==> config.mk <==
export PLATFORM = sky130hd
export DESIGN_NAME = mc_ctrl_rv32
export DESIGN_NICKNAME = d
export VERILOG_FILES = /design/src/rtl/mc_ctrl_rv32.sv
export SDC_FILE = /design/constraint.sdc
export NUM_CORES = 1
export LEC_CHECK = 0
export CAP_MARGIN = 25
export CORE_MARGIN = 10
export CORE_UTILIZATION = 55
export DETAILED_ROUTE_END_ITERATION = 8
export DONT_BUFFER_PORTS = 1
export PLACE_DENSITY_LB_ADDON = 0.12
export SETUP_SLACK_MARGIN = 0.2
export SLEW_MARGIN = 20
export SYNTH_ARGS = -nofsm -noshare
export SYNTH_HDL_FRONTEND = slang
export SYNTH_SLANG_ARGS = --single-unit
==> constraint.sdc <==
create_clock -name clk -period 5.7 [get_ports clk]
set_input_delay 0.855 -clock clk [delete_from_list [all_inputs] [get_ports clk]]
set_output_delay 0.855 -clock clk [all_outputs]
set_load 0.02 [all_outputs]
==> src/rtl/mc_ctrl_rv32.sv <==
// Multi-cycle control FSM for the RV32I core: R-type, I-ALU, LUI, LW, SW, BEQ/BNE, JAL.
// Decodes opcode/funct fields and drives the datapath strobes and mux selects.
// All outputs are registered from the next state and stay valid for the whole state.
module mc_ctrl_rv32 #(
  parameter int unsigned MEM_TIMEOUT = 15,
  parameter logic [3:0]  OP_ADD      = 4'b0000,
  parameter logic [3:0]  OP_SUB      = 4'b1000
) (
  input  logic       clk,
  input  logic       rst,
  input  logic [6:0] opcode,
  input  logic [2:0] funct3,
  input  logic [6:0] funct7,
  input  logic       ZF,
  input  logic       mem_ready,
  output logic       PC_Write,
  output logic [1:0] PC_s,
  output logic       IR_Write,
  output logic       Reg_Write,
  output logic       rs2_imm_s,
  output logic [1:0] w_data_s,
  output logic [3:0] ALU_OP_o,
  output logic       Mem_Read,
  output logic       Mem_Write,
  output logic       trap,
  output logic [4:0] state
);

  localparam int unsigned CNT_W = 8;

  localparam logic [6:0] OPC_LUI    = 7'b0110111;
  localparam logic [6:0] OPC_R      = 7'b0110011;
  localparam logic [6:0] OPC_I      = 7'b0010011;
  localparam logic [6:0] OPC_LW     = 7'b0000011;
  localparam logic [6:0] OPC_SW     = 7'b0100011;
  localparam logic [6:0] OPC_BRANCH = 7'b1100011;
  localparam logic [6:0] OPC_JAL    = 7'b1101111;

  typedef enum logic [4:0] {
    S_IDLE   = 5'd0,
    S_FETCH  = 5'd1,
    S_DECODE = 5'd2,
    S_EXE_R  = 5'd3,
    S_WB_ALU = 5'd4,
    S_EXE_I  = 5'd5,
    S_WB_LUI = 5'd6,
    S_ADDR   = 5'd7,
    S_MEM_RD = 5'd8,
    S_WB_MEM = 5'd9,
    S_MEM_WR = 5'd10,
    S_BR_CMP = 5'd11,
    S_BR_UPD = 5'd12,
    S_JAL    = 5'd13,
    S_TRAP   = 5'd14
  } state_t;

  state_t           r_state;
  state_t           w_next;
  logic [CNT_W-1:0] r_wait;
  logic             w_wait_hit;
  logic             w_taken;
  logic             w_unused_funct7;

  logic             r_pc_write;
  logic [1:0]       r_pc_s;
  logic             r_ir_write;
  logic             r_reg_write;
  logic             r_rs2_imm_s;
  logic [1:0]       r_w_data_s;
  logic [3:0]       r_alu_op;
  logic             r_mem_read;
  logic             r_mem_write;
  logic             r_trap;

  // Only funct7[5] distinguishes operations in this ISA subset
  assign w_unused_funct7 = ^{funct7[6], funct7[4:0]};

  // Last permitted wait cycle: a further miss means the memory has timed out
  assign w_wait_hit = (r_wait == CNT_W'(MEM_TIMEOUT - 1));

  // Branch decision from the ALU zero flag of the BR_CMP subtraction
  assign w_taken = ((funct3 == 3'b000) & ZF) | ((funct3 == 3'b001) & ~ZF);

  // Next-state decode
  always_comb begin
    w_next = S_IDLE;
    case (r_state)
      S_IDLE:   w_next = S_FETCH;
      S_FETCH:  w_next = S_DECODE;
      S_DECODE: begin
        case (opcode)
          OPC_LUI:    w_next = S_WB_LUI;
          OPC_R:      w_next = S_EXE_R;
          OPC_I:      w_next = S_EXE_I;
          OPC_LW:     w_next = S_ADDR;
          OPC_SW:     w_next = S_ADDR;
          OPC_BRANCH: w_next = ((funct3 == 3'b000) || (funct3 == 3'b001)) ? S_BR_CMP : S_TRAP;
          OPC_JAL:    w_next = S_JAL;
          default:    w_next = S_TRAP;
        endcase
      end
      S_EXE_R:  w_next = S_WB_ALU;
      S_EXE_I:  w_next = S_WB_ALU;
      S_WB_ALU: w_next = S_FETCH;
      S_WB_LUI: w_next = S_FETCH;
      S_ADDR:   w_next = (opcode == OPC_SW) ? S_MEM_WR : S_MEM_RD;
      S_MEM_RD: w_next = mem_ready ? S_WB_MEM : (w_wait_hit ? S_TRAP : S_MEM_RD);
      S_WB_MEM: w_next = S_FETCH;
      S_MEM_WR: w_next = mem_ready ? S_FETCH : (w_wait_hit ? S_TRAP : S_MEM_WR);
      S_BR_CMP: w_next = S_BR_UPD;
      S_BR_UPD: w_next = S_FETCH;
      S_JAL:    w_next = S_FETCH;
      S_TRAP:   w_next = S_TRAP;
      default:  w_next = S_IDLE;
    endcase
  end

  // State, wait counter and registered outputs; selects hold unless the next state sets them
  always_ff @(posedge clk or posedge rst) begin
    if (rst) begin
      r_state     <= S_IDLE;
      r_wait      <= '0;
      r_pc_write  <= 1'b0;
      r_pc_s      <= 2'd0;
      r_ir_write  <= 1'b0;
      r_reg_write <= 1'b0;
      r_rs2_imm_s <= 1'b0;
      r_w_data_s  <= 2'd0;
      r_alu_op    <= 4'd0;
      r_mem_read  <= 1'b0;
      r_mem_write <= 1'b0;
      r_trap      <= 1'b0;
    end else begin
      r_state     <= w_next;
      r_pc_write  <= 1'b0;
      r_ir_write  <= 1'b0;
      r_reg_write <= 1'b0;
      r_mem_read  <= 1'b0;
      r_mem_write <= 1'b0;
      r_trap      <= r_trap | (w_next == S_TRAP);

      // Count only while staying in a memory state; any entry starts from zero
      if (((w_next == S_MEM_RD) || (w_next == S_MEM_WR)) && (r_state == w_next)) begin
        r_wait <= r_wait + CNT_W'(1);
      end else begin
        r_wait <= '0;
      end

      case (w_next)
        S_FETCH: begin
          r_ir_write <= 1'b1;
          r_pc_write <= 1'b1;
          r_pc_s     <= 2'd0;
        end
        S_EXE_R: begin
          r_alu_op    <= {funct7[5], funct3};
          r_rs2_imm_s <= 1'b0;
        end
        S_EXE_I: begin
          r_alu_op    <= (funct3 == 3'b101) ? {funct7[5], funct3} : {1'b0, funct3};
          r_rs2_imm_s <= 1'b1;
        end
        S_WB_ALU: begin
          r_reg_write <= 1'b1;
          r_w_data_s  <= 2'd0;
        end
        S_WB_LUI: begin
          r_reg_write <= 1'b1;
          r_w_data_s  <= 2'd1;
        end
        S_ADDR: begin
          r_alu_op    <= OP_ADD;
          r_rs2_imm_s <= 1'b1;
        end
        S_MEM_RD: r_mem_read  <= 1'b1;
        S_MEM_WR: r_mem_write <= 1'b1;
        S_WB_MEM: begin
          r_reg_write <= 1'b1;
          r_w_data_s  <= 2'd2;
        end
        S_BR_CMP: begin
          r_alu_op    <= OP_SUB;
          r_rs2_imm_s <= 1'b0;
        end
        S_BR_UPD: begin
          r_pc_s     <= 2'd1;
          r_pc_write <= w_taken;
        end
        S_JAL: begin
          r_reg_write <= 1'b1;
          r_w_data_s  <= 2'd3;
          r_pc_write  <= 1'b1;
          r_pc_s      <= 2'd2;
        end
        default: ;
      endcase
    end
  end

  assign PC_Write  = r_pc_write;
  assign PC_s      = r_pc_s;
  assign IR_Write  = r_ir_write;
  assign Reg_Write = r_reg_write;
  assign rs2_imm_s = r_rs2_imm_s;
  assign w_data_s  = r_w_data_s;
  assign ALU_OP_o  = r_alu_op;
  assign Mem_Read  = r_mem_read;
  assign Mem_Write = r_mem_write;
  assign trap      = r_trap;
  assign state     = r_state;

endmodule

==> run metrics, run 1 <==
result of the run=finished, final reports clean; drt first pass iters=4; CP Data Required Time=5.97 ns; YS warnings=0; largest net degree at the start of global routing=28; drc violations=0; maximum root-to-sink buffer count=2; CTS Hold Bufs=0; gr usage total=a little over an eighth; R2R depth=6; Starting DRT DRC Count=105; Die X=73.56 um; initial core utilization=a little under three fifths; flop-to-flop setup slack=~2.6 ns; post_cts resized=0; antenna violation net count after detailed routing=0; library cells used by synthesis=50; Clock Skew=between 0.005 and 0.006 ns; cells after synthesis=roughly 170; area of the multi-input gates=~810 um2; Setup violations, final=0; clk root buf=clkbuf_4; Die Area=5411 um2; num rows=19; vias per inst=6.181; post-synth top area cell=dfrtp_1; first-pass GRT wire length=5906 um; # fillers=231; clock latency on the worst-skew pair=0.34 ns; commonest non-fill, non-tap cell in the layout=dfrtp_1; arrival time at the worst endpoint=~3.4 ns; GPL Wtd Cong=0.8839; crit path max fanout=19; unrepaired setup endpoints after global routing=false; Syn Nets=194; asr flop ratio synth=100.0%; #FFs+latches synth=27; Post-Syn Area=1578 um2; CTS tree=done; max-slew violations=0; routed via count=1230; crit path capture type=register; post-layout util=58.21%; post-layout min period=3.099 ns; Core ar.=2758 um2; Num CTS Buffers=3; period utilization=54.38%; top_reg_cell synth=dfrtp_1; sequential fraction of the synthesis area=42.82%; area share of the largest cell type after synthesis=42.82%; DIE HEIGHT=between 70 and 80 um; Final Hold Fails=0; layout cells sized above 1=13.10%; final-stage net count=192; worst slew pin tran=about 0.7 ns; vias in the first global route=~1200; setup_tns=0 ns; Reg-to-Reg Start=state[3]; port bufs=0; Slew HR=52.35%; post-synthesis area per instance=9.227 um2; drt wl/cell=17.64 um; Register Area=about 680 um2; reg2reg end=ALU_OP_o[3]; synthesis-to-finish area growth=1.745%; Fmax=roughly 0.32 GHz; clock net sink count=27; CP endpoint=ALU_OP_o[3]; initial antenna violation count=0; startpoint class of the critical path=register; H-Tree Depth=1; Top Ports=41; Lkg Pwr=0.6820 nW; critical path class=reg2reg; number of max-cap violations=0; gr ovfl total=0; Hold Path Class=in2async; Routed WL=3510 um; PD cells=470.0 nW/um2; most frequent cells in the layout=dfrtp_1, nand2_1, o21ai_0, nor2_1; Final HPWL DP=2618 um; Worst setup startpoint=state[3]; EDFF count, synth=0; Antenna Cells=0; Tot Pwr=0.7545 mW; Synth area leaders=dfrtp_1, nand2_1, nor2_2; peak supply drop=between 0.3 and 0.4 mV; total setup buffers inserted after CTS=0; CTS clk-pin slew, worst paths=~0.16 ns
==> worst min-delay path by stage <==
| stage | cells after the start | slack (ns) | endpoint |
|---|---|---|---|
| floorplan | 1 | 0.49 | r_wait[0] |
| CTS | 1 | 0.56 | r_wait[0] |
| global placement | 1 | 0.52 | r_wait[0] |
| finish | 1 | 0.43 | rs2_imm_s |
| global route | 1 | 0.46 | rs2_imm_s |
| detailed placement | 2 | 0.53 | r_wait[7] |
==> per-layer routing <==
layer	vias to the layer above	routed length, um	GRT usage, %
li1	607	-	-
met1	580	1504	16.98
met2	39	1583	20.64
met3	4	376	5.114
met4	0	46	4.969
met5	-	0	0
==> critical path: stages, from the launching register on <==
cell and delay, ns:
dfrtp_1 0.68, or4b_2 0.82, nor4_2 0.52, a211oi_1 0.18, clkbuf_2 0.20, or4_1 0.52
o211ai_1 0.10
==> layout make-up <==
type                            instances  area share (%)
Clock buffer                            3           1.403
Clock inverter                          1          0.5456
Inverter                                8           1.871
Multi-Input combinational cell        127           50.43
Sequential cell                        27           42.09
Tap cell                               31           2.416
Timing Repair Buffer                    2           1.247
==> kinds of logic (layout without fill, tap and decap cells) <==
group                      Yosys count  in the layout  share of synthesized area, %
other                                1              1                        0.2377
buffers and inverters               17             14                         5.868
xor gates and xnor gates             9              9                         4.996
adders and majority gates            2              2                         1.586
DFF                                 27             27                         42.82
and+or+nand+nor                     84             84                         30.53
AOI/OAI and AO/OA                   31             31                         13.96
==> per-stage QoR <==
step                cell area, um2  instances  hold slack, ns  setup slack [ns]
CTS                           1585        197          0.5550             2.506
global placement              1554        193          0.5228             2.572
finish                        1605        199          0.4296             2.601
detailed placement            1554        193          0.5287             2.542
floorplan                     1578        171          0.4864             2.717
global route                  1605        199          0.4604             2.393
==> power by group <==
group / switching (mW) / internal [mW]
combinational: 0.169 / 0.114
sequential: 0.139 / 0.242
clock: 0.0628 / 0.0287
==> synthesized netlist by cell type, drive strengths merged (3+ instances only) <==
library cell / instances
nand2: 21
xnor2: 4
nor3b: 3
a21oi: 4
dfrtp: 27
nand2b: 4
nor2: 18
buf: 7
inv: 8
nand3b: 3
nor3: 3
o21ai: 10
xor2: 5
and3: 5
or4b: 3
nand3: 7
==> sequential cells by signal (all words and copies together), names as in the netlist, 2 cells and up <==
| register | count |
|---|---|
| ALU_OP_o | 4 |
| PC_s | 2 |
| r_wait | 8 |
| w_data_s | 2 |
| state | 4 |
Power figures use the tool's default switching activity.
==> run 2, diff against run 1 <==
==> constraint.sdc (replaced) <==
create_clock -name clk -period 2.8 [get_ports clk]
set_input_delay 0.42 -clock clk [delete_from_list [all_inputs] [get_ports clk]]
set_output_delay 0.42 -clock clk [all_outputs]
set_load 0.02 [all_outputs]
==> run 2 against run 1 <==
Compared with the run above: flip-flop and latch count did not move; fmax rose by 25%; wire length rose by 8.2%; count of clock-buffer cells in the layout rose by 1; combinational power rose to 2.8 times the previous value; via count rose by 4.1%; register-to-register slack got worse by 2.3 ns; global-route usage rose by 0.67 points; sequential share of layout area fell by 3.1 points.
==> run metrics, run 2 (same netlist as run 1, synthesis figures left out) <==
period utilization=88.68% (+34 points); gr ovfl total=0 (unchanged); hold path depth=2; GPL Wtd Cong=0.8593 (-2.8%); Fmax=0.4027 GHz (+25%); Die X=73.56 um (unchanged); reg2reg end=ALU_OP_o[3]; clock net sink count=27 (unchanged); max-slew violations=0 (unchanged); vias per inst=6.066 (-1.9%); Antenna Cells=0 (unchanged); Hold Path Class=in2reg; synthesis-to-finish area growth=10.07%; Tot Pwr=1.657 mW (+120%); H-Tree Depth=1 (unchanged); post-layout util=62.98% (+4.8 points); min setup slack post-route=0.3168 ns (-2.284 ns); Routed WL=3798 um (+8.2%); routed via count=1280 (+4.1%); arrival time at the worst endpoint=2.74 ns (-0.63 ns); Final Hold Fails=0 (unchanged); drt wl/cell=18.00 um (+2.1%); largest net degree at the start of global routing=28 (unchanged); flop-to-flop setup slack=0.32 ns (-2.28 ns); result of the run=finished, final reports clean; Final HPWL DP=2858 um (+9.2%); Starting DRT DRC Count=74 (-30%); Finished Layout Cells=211 (+6.0%); worst slew pin tran=0.6472 ns (-0.06758 ns); first-pass GRT wire length=6037 um (+2.2%); critical path class=reg2reg; maximum root-to-sink buffer count=2 (unchanged); number of flip-flops in the largest register=8 (unchanged); CP endpoint=ALU_OP_o[3]; layout cells sized above 1=20.56% (+7.5 points); peak supply drop=0.7143 mV (+87%); startpoint class of the critical path=register; initial antenna violation count=0 (unchanged); total setup buffers inserted after CTS=0 (unchanged); Setup violations, final=0 (unchanged); antenna violation net count after detailed routing=0 (unchanged); drt first pass iters=4 (unchanged); Top reg by flops=r_wait; drc violations=0 (unchanged); unrepaired setup endpoints after global routing=false; post-layout min period=2.483 ns (-0.6163 ns); num rows=19 (unchanged); # fillers=227 (-1.7%); Clock Skew=0.007820 ns (+0.002808 ns); clock latency on the worst-skew pair=0.33 ns (about the same); Num CTS Buffers=3 (unchanged); crit path max fanout=9 (-10); CP Data Required Time=3.06 ns (-2.91 ns); Reg-to-Reg Start=state[2]; Inst Count DP=205 (+6.2%); Worst setup startpoint=state[2]; clk root buf=clkbuf_4; CTS tree=done; gr usage total=14.22% (+0.67 points); final-stage net count=204 (+6.3%); port bufs=0 (unchanged); crit path capture type=register; DIE HEIGHT=73.56 um (unchanged); Lkg Pwr=0.7524 nW (+10%); PD cells=954.3 nW/um2 (+100%); Slew HR=56.85% (+4.5 points); Die Area=5411 um2 (unchanged); R2R depth=5 (-1); commonest non-fill, non-tap cell in the layout=dfrtp_1; initial core utilization=57.21% (unchanged); CTS clk-pin slew, worst paths=0.15 ns (about the same); Top Ports=41 (unchanged); number of max-cap violations=0 (unchanged); vias in the first global route=1186 (-1.4%); most frequent cells in the layout=dfrtp_1, nand2_1, buf_4, o21ai_0, nor2_1; DP Worst Slack=-0.1369 ns (-2.679 ns); Core ar.=2758 um2 (unchanged)
## run 2: layout make-up
class                      count  area [um2]  share of cell area, %
multi-input combinational    127       849.6                  48.92
sequential                    27       676.9                  38.98
timing repair buffer          14       115.1                  6.628
tap                           31       38.79                  2.233
inverter                       8       30.03                  1.729
clock buffer                   4       26.28                  1.513
## run 2: how the worst min path moves through the flow
stage                          from     endpoint  slack, ns
after floorplan                 rst  ALU_OP_o[0]       0.47
after global placement    r_wait[0]    r_wait[0]       0.52
after detailed placement  r_wait[7]    r_wait[7]       0.54
after CTS                 funct3[1]  ALU_OP_o[1]       0.20
after global routing      funct3[1]  ALU_OP_o[1]       0.19
final                     funct3[1]  ALU_OP_o[1]       0.21
## run 2: where the power goes
| part | switching [mW] | internal [mW] | leakage [nW] |
|---|---|---|---|
| sequential | 0.190 | 0.495 | 0.339 |
| clock | 0.114 | 0.0558 | 0.0150 |
| combinational | 0.472 | 0.330 | 0.398 |
## run 2: timing repair
action / in CTS / in global routing
hold endpoints to repair: 0 / 14
resized for setup: 4 / 4
gates cloned: 0 / 0
endpoints found under the setup margin: 9 / 12
hold buffers: 0 / 1
## run 2: metal layers
layer  GRT usage (%)  share of wire, %
met3           4.711               9.3
met2           21.88                46
met4           4.969               1.5
met1           18.13                43
met5               0                 0
## run 2: through the flow
step,hold slack (ns),area [um2],TNS (ns)
6_report,0.2076,1737,0
2_1_floorplan,0.4727,1587,0
3_3_place_gp,0.5228,1653,-0.1972
5_1_grt,0.1896,1737,0
3_5_place_dp,0.5402,1653,-0.9863
4_1_cts,0.2013,1692,0
## run 2: worst max-delay path, stage by stage (launching register included)
cell and delay [ns]:
dfrtp_1 0.49, or4b_4 0.62, a2111oi_1 0.51, a211oi_4 0.16, or4_1 0.55, o211ai_1 0.10
==> run 3, diff against run 2 <==
--- a/config.mk
+++ b/config.mk
@@ -5,6 +5,7 @@
 export SDC_FILE = /design/constraint.sdc
 export NUM_CORES = 1
 export LEC_CHECK = 0
+export ABC_AREA = 1
 export CAP_MARGIN = 25
 export CORE_MARGIN = 10
 export CORE_UTILIZATION = 55
==> run 3 against run 2 <==
Compared with the run above: clock skew down 0.0061 ns; flip-flop and latch count unchanged; die area down 0.52%; first-iteration DRC count down 26%; critical path type unchanged; largest cell class unchanged.
==> run metrics, run 3 <==
routed via count=1350 (+5.5%); Fmax=0.4820 GHz (+20%); number of max-cap violations=0 (unchanged); P_sw=0.8523 mW (+9.8%); adder-cell share of the synthesized area=1.597% (+0.011 points); area share of the largest cell type after synthesis=43.13% (+0.31 points); Top Ports=41 (unchanged); total setup buffers inserted after CTS=0 (unchanged); peak supply drop=0.7765 mV (+8.7%); Routed WL=3403 um (-10%); most frequent cells in the layout=nand2_1, nor2_1, dfrtp_1, inv_1, nand3_1; setup_tns=0 ns (unchanged); critical path class=reg2reg; Die Area=5383 um2 (-0.52%); num rows=19 (unchanged); Core ar.=2734 um2 (-0.86%); flop-to-flop setup slack=0.73 ns (+0.41 ns); Synth Area in Simple Gates=39.86% (+9.3 points); maximum root-to-sink buffer count=2 (unchanged); gr usage total=12.59% (-1.6 points); Clock Skew=0.001735 ns (-0.006085 ns); arrival time at the worst endpoint=2.31 ns (-0.43 ns); Setup violations, final=0 (unchanged); CTS clk-pin slew, worst paths=0.14 ns (about the same); post-layout min period=2.075 ns (-0.4083 ns); synth cell count leaders=nand2_1, nor2_1, dfrtp_1; commonest non-fill, non-tap cell in the layout=nand2_1; CP Data Required Time=3.04 ns (-0.02 ns); Final HPWL DP=2760 um (-3.4%); antenna violation net count after detailed routing=0 (unchanged); asr flop ratio synth=100.0% (unchanged); post-layout util=60.32% (-2.7 points); Antenna Cells=0 (unchanged); Top reg by flops=r_wait; fraction of synthesized area in multiplexers=0% (unchanged); # fillers=266 (+17%); first-pass GRT wire length=5658 um (-6.3%); DP Worst Slack=0.7846 ns (+0.9214 ns); Starting DRT DRC Count=55 (-26%); clock latency on the worst-skew pair=0.32 ns (about the same); Die X=73.37 um (-0.26%); reg2reg end=r_wait[3]; drt first pass iters=4 (unchanged); gr ovfl total=0 (unchanged); Tot Pwr=1.637 mW (-1.3%); synthesis-to-finish area growth=5.271%; Lkg Pwr=0.8594 nW (+14%); initial core utilization=57.30% (+0.086 points); post_cts resized=0 (-4); Post-Syn Area=1567 um2 (-0.71%); startpoint class of the critical path=register; clk root buf=clkbuf_4; R2R depth=6 (+1); port bufs=0 (unchanged); vias in the first global route=1304 (+9.9%); CTS Hold Bufs=0 (unchanged); initial antenna violation count=0 (unchanged); library cells used by synthesis=29 (-42%); GPL Wtd Cong=0.8635 (+0.49%); Sequential Power Share=45.6% (+4.3 points); crit path max fanout=8 (-1); Num CTS Buffers=3 (unchanged); top-count cell post-synth=nand2_1; #FFs+latches synth=27 (unchanged); clock network power share=10.1% (about the same); unrepaired setup endpoints after global routing=false; P_int=0.7842 mW (-11%); largest net degree at the start of global routing=28 (unchanged); top_reg_cell synth=dfrtp_1; drt wl/cell=13.67 um (-24%); drc violations=0 (unchanged); EDFF count, synth=0 (unchanged); H-Tree Depth=1 (unchanged); crit path capture type=register; Synth Area in XOR/XNOR=1.677% (-3.3 points); Hold Path Class=in2reg; Net Sw Frac=52.08% (+5.2 points); final-stage net count=242 (+19%); Worst setup startpoint=state[0]; CP endpoint=r_wait[3]; sequential fraction of the synthesis area=43.13% (+0.31 points); main combinational cell family by area after synthesis=simple AND/OR/NAND/NOR gates; Synth Area in Compound Gates=5.831% (-8.1 points); clock net sink count=27 (unchanged); PD cells=992.4 nW/um2 (+4.0%); hold_ws=0.2406 ns (+0.03294 ns); CTS tree=done; max-slew violations=0 (unchanged); post-synthesis area per instance=7.354 um2 (-20%); combinational share of power=44.3% (-4.1 points); result of the run=finished, final reports clean; DIE HEIGHT=73.37 um (-0.26%); cells after synthesis=213 (+25%); number of flip-flops in the largest register=8 (unchanged); post-synth top area cell=dfrtp_1; layout cells sized above 1=10.09% (-10 points); vias per inst=5.422 (-11%); YS warnings=0 (unchanged); Syn Nets=236 (+22%); Reg-to-Reg Start=state[0]; period utilization=74.10% (-15 points); Final Hold Fails=0 (unchanged); Synth area leaders=dfrtp_1, nand2_1, nor2_1; min setup slack post-route=0.7251 ns (+0.4083 ns)
## run 3: changes by cell type after synthesis, sizes merged, moves of 3 or more
cell,change
nand2,+44
inv,+22
nand3,+15
nor2,+15
o21ai,-7
buf,-6
and3,-4
nand2b,-4
nand3b,-3
or4b,-3
xnor2,-3
xor2,-3
## run 3: power groups by stage
stage	registers (mW)	clock network, mW	logic, mW
CTS	0.752	0.170	0.720
detailed placement	0.759	0	0.713
global route	0.767	0.184	0.832
global placement	0.757	0	0.697
finish	0.746	0.165	0.725
floorplan	0.722	0	0.589
## run 3: kinds of logic (layout without fill, tap and decap cells)
kind of cell	after synthesis	in the layout
XOR/XNOR	3	3
buffers and inverters	31	36
flip-flops	27	27
AND/OR/NAND/NOR	134	134
AO/OA/AOI/OAI	15	15
other	1	1
adder cells (fa/ha/maj)	2	2
## run 3: layout make-up
type / instances / area, um2 / share of cell area, %
Timing Repair Buffer: 2 / 25.02 / 1.517
Multi-Input combinational cell: 155 / 770.7 / 46.74
Inverter: 30 / 112.6 / 6.829
Sequential cell: 27 / 675.6 / 40.97
Tap cell: 31 / 38.79 / 2.352
Clock buffer: 4 / 26.28 / 1.593
## run 3: worst max-delay path: stages (launching register included)
cell and delay [ns]:
dfrtp_1 0.63, inv_1 0.14, o211ai_1 0.26, nand2_1 0.11
a21oi_1 0.27, nand4_2 0.30, nor3b_1 0.28
## run 3: metrics by stage
step	instances	area, um2
global route	249	1649
floorplan	213	1567
finish	249	1649
detailed placement	243	1598
CTS	247	1624
global placement	243	1598
## run 3: per-layer routing
layer / global-route usage, % / up-vias / part of all wire (%)
met5: 0 / - / 0
met4: 5.176 / 0 / 2.1
met3: 4.307 / 10 / 9.6
met2: 20.53 / 41 / 46
met1: 14.72 / 617 / 42
li1: - / 682 / -
## run 3: worst min-delay path by stage
stage                     slack (ns)  depth (start not counted)     endpoint      start
after detailed placement        0.48                          1    r_wait[0]  r_wait[0]
after global placement          0.47                          1    r_wait[0]  r_wait[0]
after global routing            0.24                          2  ALU_OP_o[1]  funct3[1]
after CTS                       0.24                          1         trap        rst
after floorplan                 0.45                          1    r_wait[0]  r_wait[0]
final                           0.24                          2  ALU_OP_o[0]  funct3[0]
